File: config.mk
export PLATFORM = sky130hd
export DESIGN_NAME = hazard_scoreboard
export DESIGN_NICKNAME = d
export VERILOG_FILES = /design/src/rtl/hazard_scoreboard.sv
export SDC_FILE = /design/constraint.sdc
export NUM_CORES = 1
export LEC_CHECK = 0
export CAP_MARGIN = 5
export CELL_PAD_IN_SITES_DETAIL_PLACEMENT = 0
export CELL_PAD_IN_SITES_GLOBAL_PLACEMENT = 1
export CORE_MARGIN = 8
export CORE_UTILIZATION = 43
export DETAILED_ROUTE_END_ITERATION = 7
export GPL_TIMING_DRIVEN = 0
export HOLD_SLACK_MARGIN = 0.06
export PLACE_DENSITY_LB_ADDON = 0.1
export SLEW_MARGIN = 40
export SYNTH_ARGS = -nofsm -noshare
export SYNTH_HDL_FRONTEND = slang
export SYNTH_SLANG_ARGS = --single-unit
File: constraint.sdc
create_clock -name clk -period 8.1 [get_ports clk]
set_input_delay 0.81 -clock clk [delete_from_list [all_inputs] [get_ports clk]]
set_output_delay 0.81 -clock clk [all_outputs]
set_load 0.01 [all_outputs]
File: src/rtl/hazard_scoreboard.sv
// Hazard/forwarding controller for the in-order integer pipeline: a shift register of
// in-flight writers (entry 0 = ID/EX) drives the RAW stall and the registered EX forwarding selects.
module hazard_scoreboard #(
  parameter int NUM_STAGES  = 3,
  parameter int REG_IDX_W   = 5,
  parameter int LOAD_STAGE  = 2,
  parameter int FWD_EN      = 1,
  parameter int FLUSH_DEPTH = 2,
  parameter int SEL_W       = $clog2(NUM_STAGES)
) (
  input  logic                  clk,
  input  logic                  rst,
  input  logic                  id_valid,
  input  logic [REG_IDX_W-1:0]  id_rs1,
  input  logic                  id_rs1_used,
  input  logic [REG_IDX_W-1:0]  id_rs2,
  input  logic                  id_rs2_used,
  input  logic [REG_IDX_W-1:0]  id_rd,
  input  logic                  id_reg_wr,
  input  logic                  id_is_load,
  input  logic                  flush_in,
  output logic                  stall_out,
  output logic [SEL_W-1:0]      fwd_a_sel,
  output logic [SEL_W-1:0]      fwd_b_sel,
  output logic [NUM_STAGES-1:0] stage_busy,
  output logic [31:0]           stall_count
);

  logic [NUM_STAGES-1:0]                ent_valid;
  logic [NUM_STAGES-1:0][REG_IDX_W-1:0] ent_dest;
  logic [NUM_STAGES-1:0]                ent_load;

  logic a_hit, a_load, b_hit, b_load, haz_a, haz_b, issue, wr0;
  int   a_m, b_m;
  logic [SEL_W-1:0] sel_a, sel_b;

  // Youngest valid writer of idx wins: scan oldest to youngest so the last hit sticks.
  function automatic void find_match(
    input  logic                                 used,
    input  logic [REG_IDX_W-1:0]                 idx,
    input  logic [NUM_STAGES-1:0]                vld,
    input  logic [NUM_STAGES-1:0][REG_IDX_W-1:0] dst,
    input  logic [NUM_STAGES-1:0]                ld,
    output logic                                 hit,
    output logic                                 hit_load,
    output int                                   m
  );
    hit      = 1'b0;
    hit_load = 1'b0;
    m        = 0;
    for (int i = NUM_STAGES - 1; i >= 0; i--) begin
      if (vld[i] && dst[i] == idx) begin
        hit      = 1'b1;
        hit_load = ld[i];
        m        = i;
      end
    end
    if (!used || idx == '0) begin
      hit      = 1'b0;
      hit_load = 1'b0;
    end
  endfunction

  function automatic logic is_hazard(input logic hit, input logic hit_load, input int m);
    if (FWD_EN != 0) return hit && hit_load && (m + 1 < LOAD_STAGE);
    return hit;
  endfunction

  // A match in the oldest entry reads the write-through register file, so select 0.
  function automatic logic [SEL_W-1:0] pick_sel(input logic hit, input int m);
    if (FWD_EN != 0 && hit && (m + 1 <= NUM_STAGES - 1)) return SEL_W'(m + 1);
    return '0;
  endfunction

  always_comb begin
    find_match(id_rs1_used, id_rs1, ent_valid, ent_dest, ent_load, a_hit, a_load, a_m);
    find_match(id_rs2_used, id_rs2, ent_valid, ent_dest, ent_load, b_hit, b_load, b_m);
    haz_a = is_hazard(a_hit, a_load, a_m);
    haz_b = is_hazard(b_hit, b_load, b_m);
    sel_a = pick_sel(a_hit, a_m);
    sel_b = pick_sel(b_hit, b_m);
  end

  // ID hands off to EX when id_valid & ~stall_out & ~flush_in; stall holds IF/ID and
  // drops a bubble into ID/EX, flush wins over stall.
  assign stall_out  = id_valid && (haz_a || haz_b) && !flush_in;
  assign issue      = id_valid && !stall_out && !flush_in;
  assign wr0        = issue && id_reg_wr && (id_rd != '0);
  assign stage_busy = ent_valid;

  always_ff @(posedge clk or negedge rst) begin
    if (!rst) begin
      ent_valid   <= '0;
      ent_dest    <= '0;
      ent_load    <= '0;
      fwd_a_sel   <= '0;
      fwd_b_sel   <= '0;
      stall_count <= '0;
    end else begin
      for (int i = NUM_STAGES - 1; i >= 1; i--) begin
        ent_valid[i] <= ent_valid[i-1];
        ent_dest[i]  <= ent_dest[i-1];
        ent_load[i]  <= ent_load[i-1];
      end
      ent_valid[0] <= wr0;
      ent_dest[0]  <= wr0 ? id_rd : '0;
      ent_load[0]  <= wr0 && id_is_load;
      if (flush_in) begin
        for (int i = 0; i < FLUSH_DEPTH; i++) begin
          ent_valid[i] <= 1'b0;
          ent_dest[i]  <= '0;
          ent_load[i]  <= 1'b0;
        end
      end
      fwd_a_sel <= issue ? sel_a : '0;
      fwd_b_sel <= issue ? sel_b : '0;
      if (stall_out && stall_count != 32'hFFFF_FFFF) stall_count <= stall_count + 32'd1;
    end
  end

endmodule

==> impl_metrics.toml <==
[status]
status = "finished clean"

[clock_network]
postCtsHoldBufs = 0
cts_setup_buffers = 0
htree_levels = 3
numClockSinks = 57
post_cts_resized = 0
clock_latency_ns = 0.33
cts_buffers = 9
path_clk_slew_ns = 0.07
cts_buffer_depth = 2
cts_tree = "yes"
cts-root-buf = "clkbuf_8"

[floorplanning]
die_y_um = 99.5
core_um2 = 6760
die_area_um2 = 9910
std_cell_rows = 30
ios = 63
die_width_um = 99.5
initial_core_util_pct = 44.4

[layout]
final_cell_area_um2 = 4000
fillers = 606
layout-drive-gt1-share_pct = 11.0
area_growth_pct = 33.4
nNetsFinal = 386
finalNonFillerCells = 445
antenna_cells = 0

[placement]
pre_cts_ws_ns = 3.59
placedInstanceArea_um2 = 3740
dpl.hpwl_um = 5540
place_congestion = 0.876
port_buffers = 62
placedCellCount = 429

[synthesis]
async_flop_share_pct = 100
synth_compound_area_share_pct = 4.42
yosys_register_bits = 57
synth_nets = 312
synth_top_family_by_area = "simple AND/OR/NAND/NOR gates"
synth-xor-area-share_pct = 17.8
synth-simple-area-share_pct = 26.3
synthMostInstantiatedCell = "dfrtp_1"
synth_cells = 286
yosysTopAreaCellShare_pct = 47.5
seq_area_frac_synth_pct = 47.5
netlist_area_um2 = 3000
yosys.area_share.adder_pct = 1.25
synthTopCellsByArea = "dfrtp_1 (48%), xor2_1 (12%), xnor2_1 (5.5%), nor4_2 (4.6%), nor3_1 (4.2%)"
yosys-top-cells-count = "dfrtp_1 (57), xor2_1 (42), nor3_1 (25)"
synthMuxAreaShare_pct = 0.375
synth_edf_count = 0
ys_warn_count = 0
synth_cell_types = 42
syn_area_per_cell_um2 = 10.5
synthFlopType = "dfrtp_1"
synth_top_area_cell = "dfrtp_1"

[timing]
relSlewSlack_pct = 63.4
setup_slack_ns = 3.59
grt_setup_unrepaired = "false"
setup_viol = 0
final_hold_viol_count = 0
finalCriticalPeriod_ns = 4.51
finalCritPeriodShare_pct = 55.7
max_slew.worst_pin.slew_ns = 0.541
tns_ns = 0
slew_viol_final = 0
max_freq_ghz = 0.222
clock_skew_ns = 0.00855

[detailed_routing]
avgViaCountPerCell = 5.27
first_pass_iters = 4
ant_nets = 0
drt_wl_total_um = 7250
num_vias = 2343
wl_per_cell_um = 16.3
post-route-drc-count = 0
drt_iter0_markers = 111

[grt]
first_global_vias = 2386
grt_max_degree = 34
grt_use_total_pct = 15.7
antenna_found_initial = 0
overflow = 0
grt_pass1_wl_um = 12200

[critical_path]
worstPathRequired_ns = 7.29
rrSetupSlack_ns = 5.21
crit_type = "primary input to output port"
reg2reg_depth = 11
cp_slowest_cell = "or4b_2"
max_stage_delay_ns = 0.63
crit_path_frequent_cell = "clkdlybuf4s50_1"
cp_max_fo = 5
r2r-start = "ent_dest[11]$_DFF_PN0_"
crit_chain = "clkdlybuf4s50_1, xor2_1, nor3_1, nand3_1, or4b_2, ha_1, o211ai_1, a21oi_1, a22oi_1, nor2_1, clkdlybuf4s50_1"
cp-startpoint = "id_rs2[0]"
arrival_ns = 3.70
cp-start-kind = "primary input"
endpoint_kind = "output port"

[flow_run]
max-cap-violations = 0

[pwr]
power_mw = 0.686
p_per_area_nw_per_um2 = 172
p_leak_nw = 1.77
vdd_drop_max_mv = 0.0915

[hold_path]
hp-class = "primary input to async pin"
## report_power, final
group          internal [mW]  switching (mW)
registers              0.289         0.00475
clock network          0.230           0.117
logic                 0.0234          0.0231
## cell type report
cell class | instances | area (um^2) | area share, %
Buffer | 8 | 38.8 | 0.969
Clock buffer | 12 | 165 | 4.13
Clock inverter | 4 | 97.6 | 2.44
Inverter | 8 | 30.0 | 0.750
Multi-Input combinational cell | 213 | 1510 | 37.6
Sequential cell | 57 | 1430 | 35.6
Tap cell | 80 | 100 | 2.50
Timing Repair Buffer | 63 | 638 | 15.9
## metal layers
| layer | track usage, % | up-vias | share of wire [%] |
|---|---|---|---|
| met1 | 21.5 | 1111 | 48 |
| met5 | 0 | - | 0 |
| met3 | 4.68 | 11 | 7.3 |
| met4 | 7.10 | 0 | 1.7 |
| met2 | 22.3 | 78 | 43 |
| li1 | - | 1143 | - |
## cell usage in the layout, fill, tap and decap left out, types with 8 or more instances in the layout
| cell type | n |
|---|---|
| and2_1 | 10 |
| clkbuf_8 | 12 |
| clkdlybuf4s50_1 | 61 |
| dfrtp_1 | 57 |
| inv_1 | 8 |
| nand2_1 | 23 |
| nand3_1 | 16 |
| nand4_1 | 8 |
| nor2_1 | 11 |
| nor2b_1 | 8 |
| nor3_1 | 25 |
| nor4_2 | 11 |
| xnor2_1 | 19 |
| xor2_1 | 42 |
## flip-flops by register name, summed over array words and instances (netlist names)
| name | cells |
|---|---|
| ent_dest | 15 |
| ent_load | 3 |
| fwd_a_sel | 2 |
| stage_busy | 3 |
| stall_count | 32 |
| fwd_b_sel | 2 |
## per-stage QoR
step	hold slack, ns	util, %
after global routing	0.379	59.2
final	0.379	59.2
after global placement	0.410	55.1
after CTS	0.377	59.2
after detailed placement	0.410	55.3
after floorplan	0.375	-
## worst paths after layout
| kind | to |
|---|---|
| max | stall_out |
| min | ent_dest[13]$_DFF_PN0_ |
| max reg2reg | stall_count[4]$_DFFE_PN0P_ |
| min reg2reg | ent_load[2]$_DFF_PN0_ |
| max in group asynchronous | ent_dest[9]$_DFF_PN0_ |
| min in group clk | ent_load[2]$_DFF_PN0_ |
## critical path: cells and delay by family
kind,cells,cell delay [ns]
AO/OA/AOI/OAI,3,0.41
XOR/XNOR,1,0.20
adder cells (fa/ha/maj),1,0.22
buffers and inverters,2,1.04
AND/OR/NAND/NOR,4,1.03
## kinds of logic after synthesis
family,count (synthesis)
adder cells (fa/ha/maj),3
AND/OR/NAND/NOR,133
flip-flops,57
multiplexers,1
buffers and inverters,16
AO/OA/AOI/OAI,15
XOR/XNOR,61
(Power assumes the default switching activity.)
